==> config.mk <==
export PLATFORM = sky130hd
export DESIGN_NAME = alu_exec_unit
export DESIGN_NICKNAME = d
export VERILOG_FILES = /design/src/rtl/alu_exec_unit_pkg.sv /design/src/rtl/alu_exec_unit_mul16_seq.sv /design/src/rtl/alu_exec_unit.sv
export SDC_FILE = /design/constraint.sdc
export NUM_CORES = 1
export LEC_CHECK = 0
export BUFFER_PORTS_ARGS = -buffer_cell sky130_fd_sc_hd__clkbuf_2
export CAP_MARGIN = 20
export CORE_ASPECT_RATIO = 0.9
export CORE_UTILIZATION = 55
export DETAILED_ROUTE_END_ITERATION = 12
export PLACE_DENSITY = 0.75
export SLEW_MARGIN = 40
export SYNTH_ARGS = -nofsm -noshare
export SYNTH_HDL_FRONTEND = slang
export SYNTH_SLANG_ARGS = --single-unit
==> constraint.sdc <==
create_clock -name clk -period 4 [get_ports clk]
set_input_delay 0.8 -clock clk [delete_from_list [all_inputs] [get_ports clk]]
set_output_delay 0.8 -clock clk [all_outputs]
set_load 0.02 [all_outputs]
==> src/rtl/alu_exec_unit_pkg.sv <==
// Shared definitions for the execute/write-back stage: word sizes, opcodes,
// FSM state encoding and the multiplier iteration count.
package alu_exec_unit_pkg;

    localparam int WIDTH     = 16;
    localparam int ADDR_W    = 3;
    localparam int MUL_ITERS = 16;
    localparam int MUL_CNT_W = 4;

    localparam logic [3:0] OP_ADD = 4'd0;
    localparam logic [3:0] OP_SUB = 4'd1;
    localparam logic [3:0] OP_AND = 4'd2;
    localparam logic [3:0] OP_OR  = 4'd3;
    localparam logic [3:0] OP_XOR = 4'd4;
    localparam logic [3:0] OP_SHL = 4'd5;
    localparam logic [3:0] OP_SHR = 4'd6;
    localparam logic [3:0] OP_MUL = 4'd7;
    localparam logic [3:0] OP_LDI = 4'd8;

    typedef enum logic [1:0] {
        ST_IDLE  = 2'd0,
        ST_READ  = 2'd1,
        ST_EXEC  = 2'd2,
        ST_WRITE = 2'd3
    } state_t;

    // Opcodes 9..15 are undefined and must not touch the register file.
    function automatic logic op_is_legal(input logic [3:0] op);
        return (op <= OP_LDI);
    endfunction

endpackage

==> src/rtl/alu_exec_unit_mul16_seq.sv <==
// Sequential 16x16 shift-add multiplier, low 16 bits of the product.
// One multiplier bit is consumed per cycle; 'done' is high during the last
// iteration and 'product' then already includes that final partial product.
module mul16_seq
    import alu_exec_unit_pkg::*;
(
    input  logic             clk,
    input  logic             reset,
    input  logic             start,
    input  logic [WIDTH-1:0] a,
    input  logic [WIDTH-1:0] b,
    output logic             done,
    output logic [WIDTH-1:0] product
);

    logic [WIDTH-1:0]     acc_reg;
    logic [WIDTH-1:0]     mcand_reg;
    logic [WIDTH-1:0]     mplier_reg;
    logic [MUL_CNT_W-1:0] cnt_reg;
    logic                 busy_reg;
    logic [WIDTH-1:0]     addend;
    logic [WIDTH-1:0]     acc_next;

    // Partial product: the shifted multiplicand gated by the current multiplier bit.
    genvar gi;
    generate
        for (gi = 0; gi < WIDTH; gi++) begin : g_addend
            assign addend[gi] = mcand_reg[gi] & mplier_reg[0];
        end
    endgenerate

    assign acc_next = acc_reg + addend;
    assign product  = acc_next;
    assign done     = busy_reg && (cnt_reg == MUL_CNT_W'(MUL_ITERS - 1));

    // Iteration state: load on start, then shift/accumulate until the last bit.
    always_ff @(posedge clk) begin
        if (!reset) begin
            acc_reg    <= '0;
            mcand_reg  <= '0;
            mplier_reg <= '0;
            cnt_reg    <= '0;
            busy_reg   <= 1'b0;
        end else if (start) begin
            acc_reg    <= '0;
            mcand_reg  <= a;
            mplier_reg <= b;
            cnt_reg    <= '0;
            busy_reg   <= 1'b1;
        end else if (busy_reg) begin
            acc_reg    <= acc_next;
            mcand_reg  <= {mcand_reg[WIDTH-2:0], 1'b0};
            mplier_reg <= {1'b0, mplier_reg[WIDTH-1:1]};
            cnt_reg    <= cnt_reg + 1'b1;
            if (done) begin
                busy_reg <= 1'b0;
            end
        end
    end

endmodule

==> src/rtl/alu_exec_unit.sv <==
// Execute/write-back stage looped around the 8x16 register file.
// One instruction in flight: IDLE -> READ -> EXEC -> WRITE -> IDLE.
module alu_exec_unit
    import alu_exec_unit_pkg::*;
(
    input  logic              clk,
    input  logic              reset,
    input  logic              instr_valid,
    output logic              instr_ready,
    input  logic [3:0]        op,
    input  logic [ADDR_W-1:0] src_a,
    input  logic [ADDR_W-1:0] src_b,
    input  logic [ADDR_W-1:0] dst,
    input  logic [WIDTH-1:0]  imm,
    output logic [ADDR_W-1:0] rd_addr_a,
    output logic [ADDR_W-1:0] rd_addr_b,
    input  logic [WIDTH-1:0]  rf_a,
    input  logic [WIDTH-1:0]  rf_b,
    output logic              wr,
    output logic [ADDR_W-1:0] wr_addr,
    output logic [WIDTH-1:0]  d_in,
    output logic              flag_z,
    output logic              flag_n,
    output logic              flag_c
);

    state_t            state_reg, state_next;
    logic [3:0]        op_reg;
    logic [ADDR_W-1:0] src_a_reg, src_b_reg, dst_reg;
    logic [WIDTH-1:0]  imm_reg, opa_reg, opb_reg, result_reg;
    logic              flag_z_reg, flag_n_reg, flag_c_reg;

    logic [WIDTH:0]    wide;
    logic [WIDTH-1:0]  alu_result, exec_result;
    logic              alu_carry, exec_carry, exec_done;
    logic              mul_start, mul_done;
    logic [WIDTH-1:0]  mul_product;

    mul16_seq u_mul (
        .clk     (clk),
        .reset   (reset),
        .start   (mul_start),
        .a       (rf_a),
        .b       (rf_b),
        .done    (mul_done),
        .product (mul_product)
    );

    // State register; reset abandons whatever instruction is in flight.
    always_ff @(posedge clk) begin
        if (!reset) state_reg <= ST_IDLE;
        else        state_reg <= state_next;
    end

    // Next-state logic; illegal ops skip WRITE, MUL waits for the multiplier.
    always_comb begin
        state_next = state_reg;
        case (state_reg)
            ST_IDLE:  if (instr_valid) state_next = ST_READ;
            ST_READ:  state_next = ST_EXEC;
            ST_EXEC: begin
                if (!op_is_legal(op_reg)) state_next = ST_IDLE;
                else if (exec_done)       state_next = ST_WRITE;
            end
            ST_WRITE: state_next = ST_IDLE;
            default:  state_next = ST_IDLE;
        endcase
    end

    // Outputs decoded from registered state (plus reset gating on ready).
    always_comb begin
        instr_ready = (state_reg == ST_IDLE) && reset;
        wr          = (state_reg == ST_WRITE);
        mul_start   = (state_reg == ST_READ) && (op_reg == OP_MUL);
    end

    assign rd_addr_a = src_a_reg;
    assign rd_addr_b = src_b_reg;
    assign wr_addr   = dst_reg;
    assign d_in      = result_reg;
    assign flag_z    = flag_z_reg;
    assign flag_n    = flag_n_reg;
    assign flag_c    = flag_c_reg;

    // Single-cycle ALU; the 17-bit intermediate carries carry-out / borrow.
    always_comb begin
        wide       = '0;
        alu_result = '0;
        alu_carry  = 1'b0;
        case (op_reg)
            OP_ADD: begin
                wide       = {1'b0, opa_reg} + {1'b0, opb_reg};
                alu_result = wide[WIDTH-1:0];
                alu_carry  = wide[WIDTH];
            end
            OP_SUB: begin
                wide       = {1'b0, opa_reg} - {1'b0, opb_reg};
                alu_result = wide[WIDTH-1:0];
                alu_carry  = wide[WIDTH];
            end
            OP_AND: alu_result = opa_reg & opb_reg;
            OP_OR:  alu_result = opa_reg | opb_reg;
            OP_XOR: alu_result = opa_reg ^ opb_reg;
            OP_SHL: begin
                alu_result = {opa_reg[WIDTH-2:0], 1'b0};
                alu_carry  = opa_reg[WIDTH-1];
            end
            OP_SHR: begin
                alu_result = {1'b0, opa_reg[WIDTH-1:1]};
                alu_carry  = opa_reg[0];
            end
            OP_LDI: alu_result = imm_reg;
            default: ;
        endcase
    end

    // Select between the ALU and the multiplier for the EXEC exit edge.
    always_comb begin
        exec_done   = (op_reg == OP_MUL) ? mul_done : 1'b1;
        exec_result = (op_reg == OP_MUL) ? mul_product : alu_result;
        exec_carry  = (op_reg == OP_MUL) ? 1'b0 : alu_carry;
    end

    // Datapath: latch the instruction, capture operands, register result and flags.
    always_ff @(posedge clk) begin
        if (!reset) begin
            op_reg     <= '0;
            src_a_reg  <= '0;
            src_b_reg  <= '0;
            dst_reg    <= '0;
            imm_reg    <= '0;
            opa_reg    <= '0;
            opb_reg    <= '0;
            result_reg <= '0;
            flag_z_reg <= 1'b0;
            flag_n_reg <= 1'b0;
            flag_c_reg <= 1'b0;
        end else begin
            if (state_reg == ST_IDLE && instr_valid) begin
                op_reg    <= op;
                src_a_reg <= src_a;
                src_b_reg <= src_b;
                dst_reg   <= dst;
                imm_reg   <= imm;
            end
            if (state_reg == ST_READ) begin
                opa_reg <= rf_a;
                opb_reg <= rf_b;
            end
            if (state_reg == ST_EXEC && exec_done && op_is_legal(op_reg)) begin
                result_reg <= exec_result;
                flag_z_reg <= (exec_result == '0);
                flag_n_reg <= exec_result[WIDTH-1];
                flag_c_reg <= exec_carry;
            end
        end
    end

endmodule

Word level (Yosys, flattened, before mapping)

Index checks and enable logic that the tools add are counted.

Bits of input ports: 64
Flip-flop bits (word level): 135

Reductions and logical operators: 12
Bitwise gates (word level): 20
Order comparisons: 1
Equal/unequal tests: 14
Add/sub/neg operators: 4
Multiplexer cells: 16

Operators by type and width:

| kind                | count |
|---|---|
| $pmux 16 s8         | 1 |
| $mux 16             | 5 |
| $add 16x16->17      | 1 |
| $sub 16x16->17      | 1 |
| $add 16x16->16      | 1 |
| $and 1x1->1         | 16 |
| $and 16x16->16      | 1 |
| $eq 4x3->1 const B  | 4 |
| $logic_not 16->1    | 1 |
| $or 16x16->16       | 1 |
| $xor 16x16->16      | 1 |
| $eq 4x2->1 const B  | 2 |
| $eq 4x4->1 const B  | 2 |
| $pmux 2 s4          | 1 |
| $logic_and 1x1->1   | 6 |
| $mux 2              | 3 |
| $mux 1              | 5 |
| $add 4x1->4 const B | 1 |
| $eq 2x2->1 const B  | 2 |
| $eq 4x1->1 const B  | 1 |
| $le 4x4->1 const B  | 1 |
| $logic_not 4->1     | 1 |
| $pmux 1 s4          | 1 |
| $ne 3x3->1 const B  | 1 |
| 7 further kinds     | 7 |

Logic depth before layout (Yosys ltp)

Gate-level depths: netlist of run 1.

Depth after elaboration: 6
Mapped depth: 15
Gate-level depth less buffers: 14

By module

A second synthesis of run 1 with hierarchy kept.

Cell total of the unflattened synthesis: 1,223
Area, all modules: 9,450.3 sq um

By module, submodules not included:

| module        | area each (sq um) | cells each | instances |
|---|---|---|---|
| alu_exec_unit | 6,163.4           | 831        | 1 |
| mul16_seq     | 3,286.9           | 392        | 1 |

Worst setup path before layout of run 1

No wires, ideal clock.

Path kind: flip-flop to flip-flop
Start point: register u_mul.mplier_reg[0]
End point: register flag_z_reg (netlist: flag_z)
Data arrival time: 3,042 ps
Setup time: 69 ps
Stages on the path, launching flop included: 16
Data required time: 3,931 ps
Slack: 889 ps
Cells stage by stage: dfxtp_1 -> clkbuf_1 -> and2_1 -> ha_1 -> inv_1 -> fa_1 -> mux2i_1 -> mux4_2 -> a31oi_1 -> o21ai_1 -> nor3_1 -> and4_1 -> and3_1 -> and4_1 -> nand4_1 -> o21ai_1

Word-level cells in the longest chain between the ends: 4
Elaborated cells on any way between the ends: 19

RTL lines:

| item                     | RTL line                      | RTL |
|---|---|---|
| start: declaration       | alu_exec_unit_mul16_seq.sv:18 | `logic [WIDTH-1:0] mplier_reg;` |
| start signal: assignment | alu_exec_unit_mul16_seq.sv:53 | `mplier_reg <= {1'b0, mplier_reg[WIDTH-1:1]};` |
| $and 1x1->1              | alu_exec_unit_mul16_seq.sv:28 | `assign addend[gi] = mcand_reg[gi] & mplier_reg[0];` |
| $add 16x16->16 *         | alu_exec_unit_mul16_seq.sv:32 | `assign acc_next = acc_reg + addend;` |
| $mux 16 *                | alu_exec_unit.sv:120          | `exec_result = (op_reg == OP_MUL) ? mul_product : alu_result;` |
| $logic_not 16->1 *       | alu_exec_unit.sv:152          | `flag_z_reg <= (exec_result == '0);` |
| end signal: assignment   | alu_exec_unit.sv:152          |  |
| end: declaration         | alu_exec_unit.sv:31           | `logic flag_z_reg, flag_n_reg, flag_c_reg;` |

Mark *: on every way between the ends. The rest lies on a longest branch, timed or not.
A chain may end at the register's enable or synchronous reset.

Worst setup path in the final report of run 1

Same ends and word-level chain as after synthesis.

==> reports/metrics.cfg, run 1 <==
[run_status]
status=finished, final reports clean

[worst_hold_path]
hold_class=reg -> reg

[critical_path]
cp_data_arrival_time_ps=3990
startpoint_type=flip-flop
reg2reg_depth=13
criticalPathCategory=reg -> reg
r2r-start=u_mul.mplier_reg[0]$_SDFFE_PN0P_
endpoint=flag_z$_SDFFE_PN0P_
required_ps=4350
crit_fanout=17
r2r_setup_slack_ps=360
startpoint=u_mul.mplier_reg[0]$_SDFFE_PN0P_
end_kind=flip-flop
r2r_end=flag_z$_SDFFE_PN0P_

[clock_tree]
post_cts_buffers=0
path_clk_slew_ps=60
root_buffer=clkbuf_16
hold_buffers=0
clock_sinks=134
numCtsBuffers=17
cts_tree=yes
cts_resized=0
h-tree-depth=4
clock_tree.buffer_depth=2
clk_latency_ps=430

[synthesis]
synth_area_leaders=dfxtp_1 (30%), ha_1 (9.5%), nand2_1 (7.3%)
post-synth-top-area-cell=dfxtp_1
synth_top_flop_cell=dfxtp_1
synthCells=1163
synth_area_sq_um=8940
synth-edff-count=0
ys_types=75
ys_ff_latch=134
seq_area_frac_synth_pct=30.0
synth_area_per_cell_sq_um=7.69
synth_nets=1298
ys_warn_count=0
async_flop_share_pct=0
yosys.area.top_type_share_pct=30.0

[detailed_routing]
ant_nets=0
vias=8908
vias_per_cell=6.18
first_iter_violations=1110
wire_per_inst_um=20.3
drc=0
firstDrtPassIters=8
postRouteWirelength_um=29300

[pwr]
ir_drop_mv=0.413
cellPowerDensity_nw_per_um2=377
leakage_nw=4.05

[final_layout]
mostFrequentLayoutCells=nand2_1 (173), dfxtp_1 (133), nor2_1 (116), a21oi_1 (110), clkbuf_2 (93)
nNetsFinal=1362
drive_gt1_share_pct=14.6
synthToLayoutAreaGrowth_pct=13.7
finalCoreUtilization_pct=65.0
stdcell_area_sq_um=10200
final_common_cell=nand2_1
fill_cells=1381
diodes=0

[timing]
rsz0062_at_grt=false
final_hold_viol_count=0
whs_ps=458
maxSlewHeadroom_pct=44.4
tns_ps=0
maxSlewViolCount=0
final.period_utilization_pct=91.0
fin_crit_ps=3640
worstMarginPinSlew_ps=834
fin_skew_ps=14.5
finalSetupViolCount=0
fmax_mhz=275

[floorplan]
rows=43
dieHeight_um=123
dieArea_sq_um=16800
start_util_pct=57.1
core_area_sq_um=15700
die_x_um=136
io_pins=94

[grt]
grt_first_pass_wirelength_um=44900
grt-ovfl-total=0
grt_max_degree=64
grt_pass1_vias=8084
grt_usage_pct=35.7
antenna_found_initial=0

[placement]
dp.final_hpwl_um=22200
port_buffers=93
place_area_sq_um=9560
gp_congestion=1.03

[flow_run]
max_cap_violations=0

[cells in the mapped netlist, drive strengths merged, types with 24 or more instances]
cell	number
nand2	175
dfxtp	134
nor2	116
a21oi	111
ha	68
inv	61
a211oi	56
clkbuf	53
mux2i	50
o21ai	42
nor3	28
buf	24
[critical path, stage by stage (launching register included)]
cell and delay [ps]:
dfxtp_1 580, and2_1 200, ha_1 190, inv_1 70
fa_1 440, nor2b_1 170, o31a_1 260, o21ai_0 200
xnor2_1 440, o221ai_1 250, a21oi_1 280, and4_1 230
nand4_1 100, o21ai_1 150
[per-stage QoR]
stage	cells	power [mW]	setup WS, ps
global placement	1410	2.23	552
detailed placement	1410	2.23	485
CTS	1442	3.83	447
global route	1442	3.98	131
floorplan	1163	1.97	889
finish	1442	3.84	359
[cells by family (layout without fill, tap and decap cells)]
kind of cell               Yosys count  in the layout  share of synthesized area [%]
and+or+nand+nor                    425            425                           21.3
AOI/OAI and AO/OA                  309            309                           22.6
buffers and inverters              138            215                           6.25
DFF                                134            134                           30.0
adders and majority gates           71             71                           10.2
muxes                               60             60                           7.15
xor gates and xnor gates            26             26                           2.55
[metal layers]
layer | part of all wire (%) | vias to the layer above | wire length, um | GRT usage, %
met1 | 44 | 4122 | 13000 | 49.7
met3 | 9.5 | 79 | 2780 | 7.95
li1 | - | 4237 | - | -
met4 | 3.2 | 0 | 935 | 12.5
met5 | 0 | - | 0 | 0
met2 | 43 | 470 | 12500 | 54.1
[final cells by class]
class / count / area [sq um] / share of cell area (%)
Tap cell: 202 / 253 / 2.48
Multi-Input combinational cell: 891 / 5720 / 56.2
Clock inverter: 13 / 161 / 1.59
Timing Repair Buffer: 122 / 683 / 6.72
Inverter: 61 / 230 / 2.26
Sequential cell: 134 / 2680 / 26.4
Clock buffer: 19 / 443 / 4.35
[how the worst min path moves through the flow]
stage / startpoint / end / slack [ps] / cells after the start
final: wr_addr[1]$_SDFFE_PN0P_ / wr_addr[1]$_SDFFE_PN0P_ / 460 / 2
after CTS: imm_reg[2]$_SDFFE_PN0P_ / imm_reg[2]$_SDFFE_PN0P_ / 460 / 2
after detailed placement: imm_reg[2]$_SDFFE_PN0P_ / imm_reg[2]$_SDFFE_PN0P_ / 450 / 2
after global placement: rd_addr_b[0]$_SDFFE_PN0P_ / rd_addr_b[0]$_SDFFE_PN0P_ / 440 / 2
after global routing: imm_reg[2]$_SDFFE_PN0P_ / imm_reg[2]$_SDFFE_PN0P_ / 470 / 2
after floorplan: imm_reg[9]$_SDFFE_PN0P_ / imm_reg[9]$_SDFFE_PN0P_ / 440 / 2
[where the power goes]
part / switching [mW] / internal, mW / total, mW
logic: 0.500 / 0.283 / 0.783
registers: 0.0597 / 1.39 / 1.45
clock network: 0.651 / 0.955 / 1.61
total: 1.21 / 2.63 / 3.84
Note: power is estimated with default switching activity, not from simulation.
==> run 2: changes to the inputs <==
--- a/config.mk
+++ b/config.mk
@@ -10,7 +10,8 @@
 export CORE_ASPECT_RATIO = 0.9
 export CORE_UTILIZATION = 55
 export DETAILED_ROUTE_END_ITERATION = 12
-export PLACE_DENSITY = 0.75
+export PLACE_DENSITY = 0.72
+export SKIP_LAST_GASP = 1
 export SLEW_MARGIN = 40
 export SYNTH_ARGS = -nofsm -noshare
 export SYNTH_HDL_FRONTEND = slang
==> reports/metrics.cfg, run 2 (synthesized netlist as in run 1, its figures left out) <==
[timing]
fin_skew_ps=10.8
final.period_utilization_pct=90.1
finalSetupViolCount=0
fin_crit_ps=3610
rsz0062_at_grt=false
worstMarginPinSlew_ps=873
fmax_mhz=277
maxSlewHeadroom_pct=41.7
maxSlewViolCount=0
tns_ps=0
final_hold_viol_count=0

[placement]
dpl.cell_count=1405
dp.final_hpwl_um=22200
gp_congestion=1.01
port_buffers=93
place_area_sq_um=9540

[worst_hold_path]
hold_class=reg -> reg

[grt]
antenna_found_initial=0
grt_max_degree=64
grt_first_pass_wirelength_um=44700
grt_pass1_vias=8038
grt-ovfl-total=0
grt_usage_pct=35.9

[detailed_routing]
postRouteWirelength_um=29400
firstDrtPassIters=6
vias_per_cell=6.22
ant_nets=0
drc=0
wire_per_inst_um=20.5
vias=8932
first_iter_violations=1084

[floorplan]
start_util_pct=57.1
io_pins=94
dieHeight_um=123
die_x_um=136
dieArea_sq_um=16800
rows=43
core_area_sq_um=15700

[critical_path]
criticalPathCategory=reg -> reg
end_kind=flip-flop
cp_data_arrival_time_ps=3970
startpoint_type=flip-flop
crit_fanout=17
required_ps=4360

[pwr]
combinationalPowerShare_pct=20.7
internal_power_mw=2.51
pwr-share-clk_pct=40.7
swShare_pct=33.3
cellPowerDensity_nw_per_um2=372
leakage_nw=4.01
switching_power_mw=1.25
ir_drop_mv=0.347
seq_power_share_pct=38.6

[final_layout]
synthToLayoutAreaGrowth_pct=13.0
drive_gt1_share_pct=14.3
multi_input_area_sq_um=5710
diodes=0
nNetsFinal=1357
seq_area_sq_um=2680
final_common_cell=nand2_1
finalCoreUtilization_pct=64.5
stdcell_count=1437
mostFrequentLayoutCells=nand2_1 (172), dfxtp_1 (133), nor2_1 (116), a21oi_1 (110), clkbuf_2 (93)
fill_cells=1426
stdcell_area_sq_um=10100

[clock_tree]
cts_resized=0
clock_sinks=134
post_cts_buffers=0
clock_tree.buffer_depth=2
cts_tree=yes
hold_buffers=0
root_buffer=clkbuf_16
h-tree-depth=4
path_clk_slew_ps=70
numCtsBuffers=17
clk_latency_ps=430

[flow_run]
max_cap_violations=0

[run_status]
status=finished, final reports clean

-- run 2: changes by cell type in the layout (fill, tap and decap cells not counted), sizes merged --
cell and change:
buf -5, inv +4, bufinv -2, clkinv -2, clkbuf -1, clkinvlp +1
-- run 2: worst paths after layout --
path                             end                        startpoint  slack [ps]  depth (start not counted)
max              flag_z$_SDFFE_PN0P_  u_mul.mplier_reg[0]$_SDFFE_PN0P_         390                         13
min reg2reg  imm_reg[8]$_SDFFE_PN0P_           imm_reg[8]$_SDFFE_PN0P_         460                          2
min          imm_reg[8]$_SDFFE_PN0P_           imm_reg[8]$_SDFFE_PN0P_         460                          2
max reg2reg      flag_z$_SDFFE_PN0P_  u_mul.mplier_reg[0]$_SDFFE_PN0P_         390                         13
-- run 2: cell type report --
class                           instances  area share, %
Multi-Input combinational cell        891           56.5
Sequential cell                       134           26.6
Timing Repair Buffer                  117           6.51
Clock buffer                           18           4.35
Tap cell                              202           2.50
Inverter                               61           2.28
Clock inverter                         14           1.26
-- run 2: worst max-delay path: stages (launching register included) --
cell and delay, ps:
dfxtp_1 580, and2_1 200, ha_1 210, inv_1 80
fa_1 440, nor2b_1 180, o31a_1 270, o21ai_0 210
xnor2_1 380, o221ai_1 230, a21oi_1 290, and4_1 230
nand4_1 100, o21ai_1 150
-- run 2: layer usage --
layer  up-vias  track usage [%]  part of all wire, %
met1      4132             48.8                   44
met5         -                0                    0
li1       4227                -                    -
met2       494             52.0                   41
met4         0             18.1                  4.5
met3        79             9.72                   11
-- run 2: power groups by stage --
stage,Clock [mW],Sequential [mW],Combinational [mW]
2_1_floorplan,0,1.48,0.494
3_5_place_dp,0,1.48,0.747
3_3_place_gp,0,1.48,0.750
4_1_cts,1.54,1.45,0.752
5_1_grt,1.60,1.46,0.836
6_report,1.53,1.45,0.779
-- run 2: stage by stage --
step           hold WS [ps]  setup WS (ps)  total power [mW]
6_report                456            395              3.76
5_1_grt                 471            112              3.89
4_1_cts                 455            461              3.74
3_5_place_dp            447            519              2.23
3_3_place_gp            441            520              2.23
2_1_floorplan           436            889              1.97
